<file path="src/rtl/universal_shift_reg.sv">
// universal_shift_reg: WIDTH-bit hold/load/shift/rotate/clear register with saturating shift counter
module universal_shift_reg #(
   parameter int WIDTH = 8,
   localparam int CW = $clog2(WIDTH + 1)
) (
   input  logic             clk,
   input  logic             rst,
   input  logic             en,
   input  logic [2:0]       mode,
   input  logic             sin_r,
   input  logic             sin_l,
   input  logic [WIDTH-1:0] d,
   output logic [WIDTH-1:0] q,
   output logic             sout_r,
   output logic             sout_l,
   output logic             zero,
   output logic [CW-1:0]    shift_cnt,
   output logic             drained
);
   typedef enum logic [2:0] {HOLD, SHR, SHL, LOAD, ROR, ROL, ASR, CLEAR} mode_t;
   logic [WIDTH-1:0] q_nxt, shr_v, shl_v;
   logic             msb_in, lsb_in, is_shift;
   logic [CW-1:0]    cnt_inc;
   always_comb begin
      msb_in   = (mode == SHR) ? sin_r : (mode == ROR) ? q[0] : q[WIDTH-1];
      lsb_in   = (mode == SHL) ? sin_l : q[WIDTH-1];
      shr_v    = {msb_in, q[WIDTH-1:1]};
      shl_v    = {q[WIDTH-2:0], lsb_in};
      q_nxt    = (mode == LOAD) ? d :
                 (mode == CLEAR) ? '0 :
                 (mode == HOLD) ? q :
                 (mode == SHL || mode == ROL) ? shl_v : shr_v;
      is_shift = mode inside {SHR, SHL, ROR, ROL, ASR};
      cnt_inc  = drained ? shift_cnt : shift_cnt + 1'b1;
   end
   always_ff @(posedge clk) begin
      if (rst) begin
         q         <= '0;
         shift_cnt <= '0;
      end else if (en) begin
         q         <= q_nxt;
         shift_cnt <= (mode == LOAD || mode == CLEAR) ? '0 : is_shift ? cnt_inc : shift_cnt;
      end
   end
   assign sout_r  = q[0];
   assign sout_l  = q[WIDTH-1];
   assign zero    = (q == '0);
   assign drained = (shift_cnt == CW'(WIDTH));
endmodule

</file>
<file path="config.mk">
export PLATFORM = sky130hd
export DESIGN_NAME = universal_shift_reg
export DESIGN_NICKNAME = d
export VERILOG_FILES = /design/src/rtl/universal_shift_reg.sv
export SDC_FILE = /design/constraint.sdc
export NUM_CORES = 1
export LEC_CHECK = 0
export CORE_MARGIN = 2
export CORE_UTILIZATION = 40
export CTS_CLUSTER_DIAMETER = 50
export DETAILED_ROUTE_END_ITERATION = 6
export PLACE_DENSITY_LB_ADDON = 0.1
export SLEW_MARGIN = 20
export SYNTH_ARGS = -nofsm -noshare
export SYNTH_HDL_FRONTEND = slang
export SYNTH_SLANG_ARGS = --single-unit
</file>
<file path="constraint.sdc">
create_clock -name clk -period 2.5 [get_ports clk]
set_input_delay 0.5 -clock clk [delete_from_list [all_inputs] [get_ports clk]]
set_output_delay 0.5 -clock clk [all_outputs]
set_load 0.02 [all_outputs]
</file>
==> results.json, run 1 <==
{
  "status": "complete, no violations",
  "worstPathMaxFanout": 5,
  "core_area_mm2": 0.00200,
  "final_area_mm2": 0.00119,
  "grt_usage_pct": 18.3,
  "grt_pass1_vias": 782,
  "synth_top_area_cell": "dfxtp_1",
  "yosys_most_used_dff": "dfxtp_1",
  "power.density_cell_area_mw_per_mm2": 428,
  "drtIter0Drc": 17,
  "min_path_type": "register to register",
  "hold_violations": 0,
  "skew_ns": 0.00194,
  "finalCritPeriodShare_pct": 94.1,
  "wire_per_inst_um": 14.7,
  "dp.cells": 147,
  "clock.fmax_mhz": 425,
  "dpl-instance-area_mm2": 0.00117,
  "grt_pass1_wl_um": 3570,
  "cts_sinks": 12,
  "place_ws_ns": 0.243,
  "worst_hold_slack_ns": 0.513,
  "postCtsSetupBuffers": 0,
  "dieArea_mm2": 0.00256,
  "clk-insertion-delay-late_ns": 0.27,
  "syn_inst": 93,
  "area_growth_pct": 37.2,
  "setup_tns_ns": 0,
  "routed_via_density": 5.55,
  "synth_cell_types": 41,
  "initial_utilization_pct": 43.4,
  "ys_async_sr_fraction_pct": 0,
  "dr.pass1.iters": 4,
  "die_w_um": 50.6,
  "post-synth-top-area-fraction_pct": 27.7,
  "ioPinCount": 32,
  "finalWirelength_um": 2210,
  "final.fill_count": 186,
  "path_clk_slew_ns": 0.07,
  "place.gp.congestion": 0.800,
  "worst_setup_path_end_kind": "output pin",
  "synth_area_per_cell_um2": 9.34,
  "synthTopCellsByArea": "dfxtp_1 (28%), a311oi_1 (6.1%), a22oi_1 (5.2%)",
  "cts_buffers": 3,
  "start_kind": "register",
  "layout.cells.non_filler": 150,
  "ant_nets": 0,
  "fin_crit_ns": 2.35,
  "finalSetupViolCount": 0,
  "cts-hold-fix-buffers": 0,
  "path_class": "register to output pin",
  "maxSlewViolCount": 0,
  "yosysWarnings": 0,
  "fp.dieH_um": 50.6,
  "ys_seq_area_share_pct": 27.7,
  "p_leak_nw": 0.428,
  "ys_seq_elements": 12,
  "cts_max_path_buffers": 2,
  "grt_overflow_total": 0,
  "synth_nets": 111,
  "grt_max_degree": 18,
  "synth.most_common_cell": "dfxtp_1",
  "worstPathArrival_ns": 1.85,
  "port_buffers": 31,
  "cap_violations": 0,
  "cts_htree_levels": 1,
  "cts_tree": "yes",
  "rows": 16,
  "antennaDiodeCount": 0,
  "hpwlAfterDp_um": 1570,
  "layout.nets": 143,
  "crit_required_ns": 2.00,
  "antenna_found_initial": 0,
  "synth_edf_count": 0,
  "worst_pin_slew_ns": 0.535,
  "post_cts_resized": 0,
  "total_power_mw": 0.510,
  "synth_area_um2": 868,
  "vias": 832,
  "irDropWorstVdd_mv": 0.231,
  "slew_headroom_pct": 64.2,
  "clk_root_buffer_cell": "clkbuf_4",
  "drc": 0,
  "drive_gt1_share_pct": 13.8,
  "finalCoreUtilization_pct": 59.5,
  "rsz0062_at_grt": "false",
  "synth_common_cells": "dfxtp_1 (12), nor2_1 (9), o21ai_0 (8), a22oi_1 (6), a311oi_1 (6)",
  "worst_slack_ns": 0.148
}
==> critical path, cell delays in order (launching register included) <==
cell and delay [ns]:
dfxtp_1 0.35, or4_1 0.52, nor2_1 0.11, clkdlybuf4s50_1 0.61
==> final cells by class <==
cell class / count / area (um2) / share of cell area, %
Timing Repair Buffer: 35 / 340 / 28.6
Multi-Input combinational cell: 68 / 536 / 45.0
Sequential cell: 12 / 240 / 20.2
Inverter: 5 / 18.8 / 1.58
Clock buffer: 3 / 22.5 / 1.89
Tap cell: 27 / 33.8 / 2.84
==> layout by cell type, fill, tap and decap left out, types with 3 or more instances in the layout <==
master and instances:
clkdlybuf4s50_1 31, dfxtp_1 12, nor2_1 9, o21ai_0 8, a22oi_1 6, a311oi_1 6, inv_1 5, buf_4 4
nand2b_1 3, mux2i_1 3, clkbuf_4 3
==> routing by layer <==
| layer | vias up | track usage, % | share of wire [%] |
|---|---|---|---|
| li1 | 417 | - | - |
| met1 | 390 | 26.4 | 49 |
| met2 | 23 | 27.2 | 45 |
| met3 | 2 | 2.98 | 5.4 |
| met4 | 0 | 6.76 | 0.59 |
| met5 | - | 0 | 0 |
==> power by group <==
part / switching [mW] / leakage [nW] / total (mW) / internal, mW
logic: 0.0837 / 0.316 / 0.173 / 0.0893
registers: 0.0137 / 0.0986 / 0.217 / 0.203
clock network: 0.0640 / 0.0138 / 0.120 / 0.0557
==> registers in the layout, indices dropped and copies added, names as in the netlist <==
register	count
shift_cnt	4
q	8
==> worst paths after layout <==
check                                               start                        end  slack, ns  cells past startpoint
worst min-delay path            shift_cnt[3]$_SDFFE_PP0P_  shift_cnt[3]$_SDFFE_PP0P_       0.51                      2
worst max-delay path                    q[4]$_SDFFE_PP0P_                       zero       0.15                      3
worst max register to register  shift_cnt[0]$_SDFFE_PP0P_  shift_cnt[2]$_SDFFE_PP0P_       1.10                      6
worst min register to register  shift_cnt[3]$_SDFFE_PP0P_  shift_cnt[3]$_SDFFE_PP0P_       0.51                      2
==> kinds of logic after synthesis <==
family	Yosys count	share of synthesized area, %
AO/OA/AOI/OAI	35	33.3
XOR/XNOR	1	1.01
adder cells (fa/ha/maj)	2	2.88
buffers and inverters	13	10.7
flip-flops	12	27.7
multiplexers	5	7.35
AND/OR/NAND/NOR	25	17.1
(Power assumes the default switching activity.)
==> run 2: changes to the inputs <==
==> constraint.sdc (replaced) <==
create_clock -name clk -period 2.5 [get_ports clk]
set_input_delay 0.625 -clock clk [delete_from_list [all_inputs] [get_ports clk]]
set_output_delay 0.625 -clock clk [all_outputs]
set_load 0.02 [all_outputs]
==> run 2 against run 1 <==
  * Core utilization grew 1.2 points
  * Cell count grew 1.3%
  * Register-to-register slack gained 0.02 ns
  * Critical path depth grew 2
  * Sequential power is essentially flat
  * Via count grew 1.9%
  * Global-route usage grew 0.068 points
  * Clock power grew 28%
  * Critical path type unchanged
  * Largest cell class unchanged
  * Highest routed layer unchanged
==> results.json, run 2 (same netlist as run 1, synthesis figures left out) <==
{
  "cts_htree_levels": 1,
  "die_w_um": 50.6,
  "final_common_cell": "clkdlybuf4s50_1",
  "final_cell_mix": "clkdlybuf4s50_1 (30), dfxtp_1 (12), nor2_1 (9)",
  "clk_root_buffer_cell": "clkbuf_4",
  "worstPathMaxFanout": 5,
  "slowest_delay_ns": 0.62,
  "cts-hold-fix-buffers": 0,
  "maxSlewViolCount": 0,
  "path_class": "register to output pin",
  "ant_nets": 0,
  "status": "complete, no violations",
  "hp-start": "shift_cnt[3]$_SDFFE_PP0P_",
  "fp.dieH_um": 50.6,
  "largest_reg_flops": 8,
  "dpl-instance-area_mm2": 0.00118,
  "hold_depth": 2,
  "clock.fmax_mhz": 427,
  "cap_violations": 0,
  "cts_sinks": 12,
  "worst_pin_slew_ns": 0.539,
  "finalSetupViolCount": 0,
  "grt_max_degree": 18,
  "holdPathEnd": "shift_cnt[3]$_SDFFE_PP0P_",
  "drive_gt1_share_pct": 15.2,
  "cts_tree": "yes",
  "crit_slowest_cell": "clkdlybuf4s50_1",
  "grt_overflow_total": 0,
  "crit_required_ns": 1.88,
  "vias": 848,
  "worst_slack_ns": 0.156,
  "rsz0062_at_grt": "false",
  "dr.pass1.iters": 4,
  "final.fill_count": 179,
  "r2r.worst_path.cells": 6,
  "skew_ns": 0.00216,
  "rows": 16,
  "worst_setup_path_end_kind": "output pin",
  "rrSetupSlack_ns": 1.12,
  "critical_path.startpoint": "shift_cnt[0]$_SDFFE_PP0P_",
  "fin_crit_ns": 2.34,
  "postCtsSetupBuffers": 0,
  "top_register": "q",
  "layout.cells.non_filler": 152,
  "cts_max_path_buffers": 2,
  "r2r_end": "shift_cnt[2]$_SDFFE_PP0P_",
  "area.sequential_um2": 240,
  "drtIter0Drc": 19,
  "drc": 0,
  "dieArea_mm2": 0.00256,
  "finalCoreUtilization_pct": 60.7,
  "power.density_cell_area_mw_per_mm2": 449,
  "area_growth_pct": 39.9,
  "worst_hold_slack_ns": 0.518,
  "finalWirelength_um": 2180,
  "cp_common_cell": "inv_1",
  "total_power_mw": 0.545,
  "setup_tns_ns": 0,
  "place_ws_ns": 0.246,
  "worstPathArrival_ns": 1.72,
  "routed_via_density": 5.58,
  "antenna_found_initial": 0,
  "start_kind": "register",
  "hpwlAfterDp_um": 1610,
  "reg_top3": "q (8), shift_cnt (4)",
  "layout.nets": 144,
  "ioPinCount": 32,
  "port_buffers": 31,
  "slew_headroom_pct": 64.0,
  "clk-insertion-delay-late_ns": 0.27,
  "cp_top_family": "buffers and inverters",
  "p_leak_nw": 0.455,
  "path_buf_inv": 3,
  "final_area_mm2": 0.00121,
  "antennaDiodeCount": 0,
  "cts_buffers": 3,
  "finalCritPeriodShare_pct": 93.8,
  "hold_violations": 0,
  "rr_startpoint": "shift_cnt[0]$_SDFFE_PP0P_",
  "initial_utilization_pct": 43.4,
  "place.gp.congestion": 0.819,
  "crit_chain": "inv_1 -> ha_1 -> nand3b_1 -> inv_1 -> clkdlybuf4s50_1",
  "dp.cells": 148,
  "core_area_mm2": 0.00200,
  "min_path_type": "register to register",
  "grt_pass1_vias": 792,
  "grt_pass1_wl_um": 3570,
  "irDropWorstVdd_mv": 0.283,
  "path_clk_slew_ns": 0.08,
  "post_cts_resized": 0,
  "wire_per_inst_um": 14.3,
  "multi_input_area_um2": 536,
  "grt_usage_pct": 18.4
}
run 2: cell count changes in the layout (fill, tap and decap cells not counted), sizes merged:
cell / previous run / this run
buf: 4 / 5
clkbuf: 3 / 4
clkdlybuf4s50: 31 / 30
dlymetal6s2s: 0 / 1
run 2: worst register-to-register path, delay by kind of cell, from the launching register on:
kind,cells,cell delay [ns]
buffers and inverters,2,0.18
AOI/OAI and AO/OA,2,0.44
DFF,1,0.40
and+or+nand+nor,1,0.12
adders and majority gates,1,0.20
run 2: worst max path at each step:
stage	slack, ns	cells past startpoint	end
after floorplan	0.65	2	zero
after global placement	0.29	4	q[5]$_SDFFE_PP0P_
after detailed placement	0.25	4	q[0]$_SDFFE_PP0P_
after CTS	0.02	3	zero
after global routing	0.06	5	drained
final	0.16	5	drained
run 2: layout make-up:
cell class | count | area share (%)
timing repair buffer | 36 | 28.8
clock buffer | 4 | 2.99
inverter | 5 | 1.54
multi-input combinational | 68 | 44.1
tap | 27 | 2.78
sequential | 12 | 19.8
run 2: where the power goes:
group / leakage (nW) / switching [mW] / internal [mW]
Clock: 0.0210 / 0.0661 / 0.0884
Sequential: 0.0986 / 0.0141 / 0.203
Combinational: 0.335 / 0.0836 / 0.0897
run 2: per-layer routing:
layer / vias up / GRT usage [%] / share of wire, %
met2: 25 / 29.6 / 45
met1: 401 / 23.6 / 48
li1: 420 / - / -
met4: 0 / 6.76 / 0.69
met3: 2 / 4.46 / 5.4
met5: - / 0 / 0
==> RTL change, RTL diff (flow settings as in run 1) <==
Add an input register stage for `en`, `mode`, `sin_r`, `sin_l` and `d`, without a reset; this delays them by one clock.
--- a/src/rtl/universal_shift_reg.sv
+++ b/src/rtl/universal_shift_reg.sv
@@ -18,28 +18,43 @@
    output logic             drained
 );
    typedef enum logic [2:0] {HOLD, SHR, SHL, LOAD, ROR, ROL, ASR, CLEAR} mode_t;
+
+   logic en_q;
+   logic [2:0] mode_q;
+   logic sin_r_q;
+   logic sin_l_q;
+   logic [WIDTH-1:0] d_q;
+
+   always_ff @(posedge clk) begin
+      en_q    <= en;
+      mode_q  <= mode;
+      sin_r_q <= sin_r;
+      sin_l_q <= sin_l;
+      d_q     <= d;
+   end
+
    logic [WIDTH-1:0] q_nxt, shr_v, shl_v;
    logic             msb_in, lsb_in, is_shift;
    logic [CW-1:0]    cnt_inc;
    always_comb begin
-      msb_in   = (mode == SHR) ? sin_r : (mode == ROR) ? q[0] : q[WIDTH-1];
-      lsb_in   = (mode == SHL) ? sin_l : q[WIDTH-1];
+      msb_in   = (mode_q == SHR) ? sin_r_q : (mode_q == ROR) ? q[0] : q[WIDTH-1];
+      lsb_in   = (mode_q == SHL) ? sin_l_q : q[WIDTH-1];
       shr_v    = {msb_in, q[WIDTH-1:1]};
       shl_v    = {q[WIDTH-2:0], lsb_in};
-      q_nxt    = (mode == LOAD) ? d :
-                 (mode == CLEAR) ? '0 :
-                 (mode == HOLD) ? q :
-                 (mode == SHL || mode == ROL) ? shl_v : shr_v;
-      is_shift = mode inside {SHR, SHL, ROR, ROL, ASR};
+      q_nxt    = (mode_q == LOAD) ? d_q :
+                 (mode_q == CLEAR) ? '0 :
+                 (mode_q == HOLD) ? q :
+                 (mode_q == SHL || mode_q == ROL) ? shl_v : shr_v;
+      is_shift = mode_q inside {SHR, SHL, ROR, ROL, ASR};
       cnt_inc  = drained ? shift_cnt : shift_cnt + 1'b1;
    end
    always_ff @(posedge clk) begin
       if (rst) begin
          q         <= '0;
          shift_cnt <= '0;
-      end else if (en) begin
+      end else if (en_q) begin
          q         <= q_nxt;
-         shift_cnt <= (mode == LOAD || mode == CLEAR) ? '0 : is_shift ? cnt_inc : shift_cnt;
+         shift_cnt <= (mode_q == LOAD || mode_q == CLEAR) ? '0 : is_shift ? cnt_inc : shift_cnt;
       end
    end
    assign sout_r  = q[0];
Formal check against the unedited RTL: not equivalent (a bounded check fails within 4 cycles, from zero or initial values and one cycle with rst high).
==> RTL change against run 1 <==
Count of clock-buffer cells in the layout increased by 1. Final cell count increased by 11%. Total power increased by 63%. Synthesized area increased by 29%. Clock power increased by 75%. Sequential power increased by 120%. Combinational power decreased by 13%. Worst hold slack got worse by 0.0036 ns. Sequential cell count increased by 14. Non-clock buffer count decreased by 4. Cell area increased by 21%. Routed wire length increased by 12%. Setup slack improved by 0.072 ns. Die area increased by 27%.
==> RTL change: results (changes against run 1) <==
Critical path
  • CP top delay family: buffers and inverters (was simple AND/OR/NAND/NOR gates)
  • Largest stage delay, worst path: 0.54 ns (was 0.61 ns)
  • Crit path DAT: 1.78 ns (was 1.85 ns)
  • Reg-to-reg setup timing slack: 0.83 ns (was 1.10 ns)
  • Critical R2R Capture: q[5] (was shift_cnt[2])
  • Critical path launch point: shift_cnt[0] (was q[4])
  • CP endpoint: drained (was zero)
  • R2R depth: 3 (was 6)
  • Critical R2R Launch: mode_q[2] (was shift_cnt[0])
  • Slowest cell on the critical path: clkdlybuf4s50_1 (unchanged)

Global route
  • Global-route wire length before repair: 4170 microns (was 3570 microns)
  • Total GRT Usage: 16.8% (was 18.3%)
  • Vias in the first global route: 880 (was 782)
  • Largest net degree at the start of global routing: 18 (unchanged)

Clocking
  • Clock tree buffer depth: 2 (unchanged)
  • Post CTS Setup Buffer Count: 0 (unchanged)
  • Clock Tree Root: clkbuf_4 (unchanged)
  • Clock-pin transition on the worst setup and hold timing paths: 0.14 ns (was 0.07 ns)
  • Worst skew pair latency: 0.32 ns (was 0.27 ns)

Drt
  • ANT nets after route: 0 (unchanged)
  • Pre-Repair DR Iteration Count: 4 (unchanged)
  • 1st-iter DRT viols: 27 (was 17)
  • Detailed-route via count: 913 (was 832)
  • Post-Route WL: 2460 microns (was 2210 microns)

Status
  • Status: finished clean (unchanged)

Synth
  • Mapped Nets: 126 (was 111)
  • Largest cells by area after synthesis: dfxtp_1, a311oi_1, a22oi_1 (unchanged)
  • Synth Instances: 108 (was 93)
  • Post-synthesis cell type count: 38 (was 41)
  • Post-synthesis sequential area ratio: 46.5% (was 27.7%)
  • Syn. warnings: 0 (unchanged)
  • Synth cell count leaders: dfxtp_1, nor2_1, o21ai_0 (unchanged)

Layout
  • Final nets: 154 (was 143)
  • Largest regs: d_q: 8 flops, q: 8 flops, shift_cnt: 4 flops (was q: 8 flops, shift_cnt: 4 flops)
  • Share of cells above drive strength 1: 8.89% (was 13.8%)
  • Post-Layout Cell Count: 166 (was 150)

Min path
  • Hold Path Origin: shift_cnt[2] (was shift_cnt[3])

Placement
  • Final HPWL DP: 1730 microns (was 1570 microns)
  • Port buffer count: 31 (unchanged)
  • Post-placement cell count: 162 (was 147)
  • RD Place Congestion: 0.737 (was 0.800)

Power
  • Worst vdd ir: 0.389 mV (was 0.231 mV)
  • LEAKAGE: 0.549 nW (was 0.428 nW)

STA
  • Clock Skew: 0.00625 ns (was 0.00194 ns)
  • Worst-Margin Slew: 0.558 ns (was 0.535 ns)
[RTL change: layout make-up]
class | instances | area, sq um
clock buffer | 4 | 36.3
fill | 269 | 1270
inverter | 4 | 15.0
multi-input combinational | 70 | 519
sequential | 26 | 520
tap | 31 | 38.8
timing repair buffer | 31 | 313
[RTL change: through the flow]
stage | total power, mW | setup WS [ns] | area (sq um)
after detailed placement | 0.630 | 0.414 | 1400
after global routing | 0.881 | 0.104 | 1440
after global placement | 0.628 | 0.414 | 1400
after floorplan | 0.564 | 0.784 | 1120
after CTS | 0.847 | 0.0230 | 1440
final | 0.830 | 0.220 | 1440
[RTL change: cells by family (layout without fill, tap and decap cells)]
group | after synthesis | count (layout) | synth area share (%)
AOI/OAI and AO/OA | 32 | 32 | 23.0
muxes | 6 | 6 | 5.81
xor gates and xnor gates | 1 | 1 | 0.782
and+or+nand+nor | 29 | 29 | 14.5
adders and majority gates | 2 | 2 | 2.23
buffers and inverters | 12 | 39 | 7.15
DFF | 26 | 26 | 46.5
[RTL change: metal layers]
metal  track usage [%]  wire [microns]  up-vias
met1              21.7            1130      433
met2              26.1            1170       25
li1                  -               -      453
met4              5.32              17        0
met3              6.22             143        2
met5                 0               0        -
[RTL change: report_power, final]
part	switching (mW)	total (mW)	internal, mW
logic	0.0688	0.151	0.0824
registers	0.0292	0.468	0.439
clock network	0.121	0.210	0.0890
[RTL change: how the worst min path moves through the flow]
stage	cells past startpoint	end	slack (ns)
finish	2	shift_cnt[2]	0.51
CTS	2	shift_cnt[2]	0.51
global placement	2	shift_cnt[2]	0.49
detailed placement	2	shift_cnt[2]	0.49
floorplan	0	d_q[0]	0.53
global route	2	shift_cnt[2]	0.55
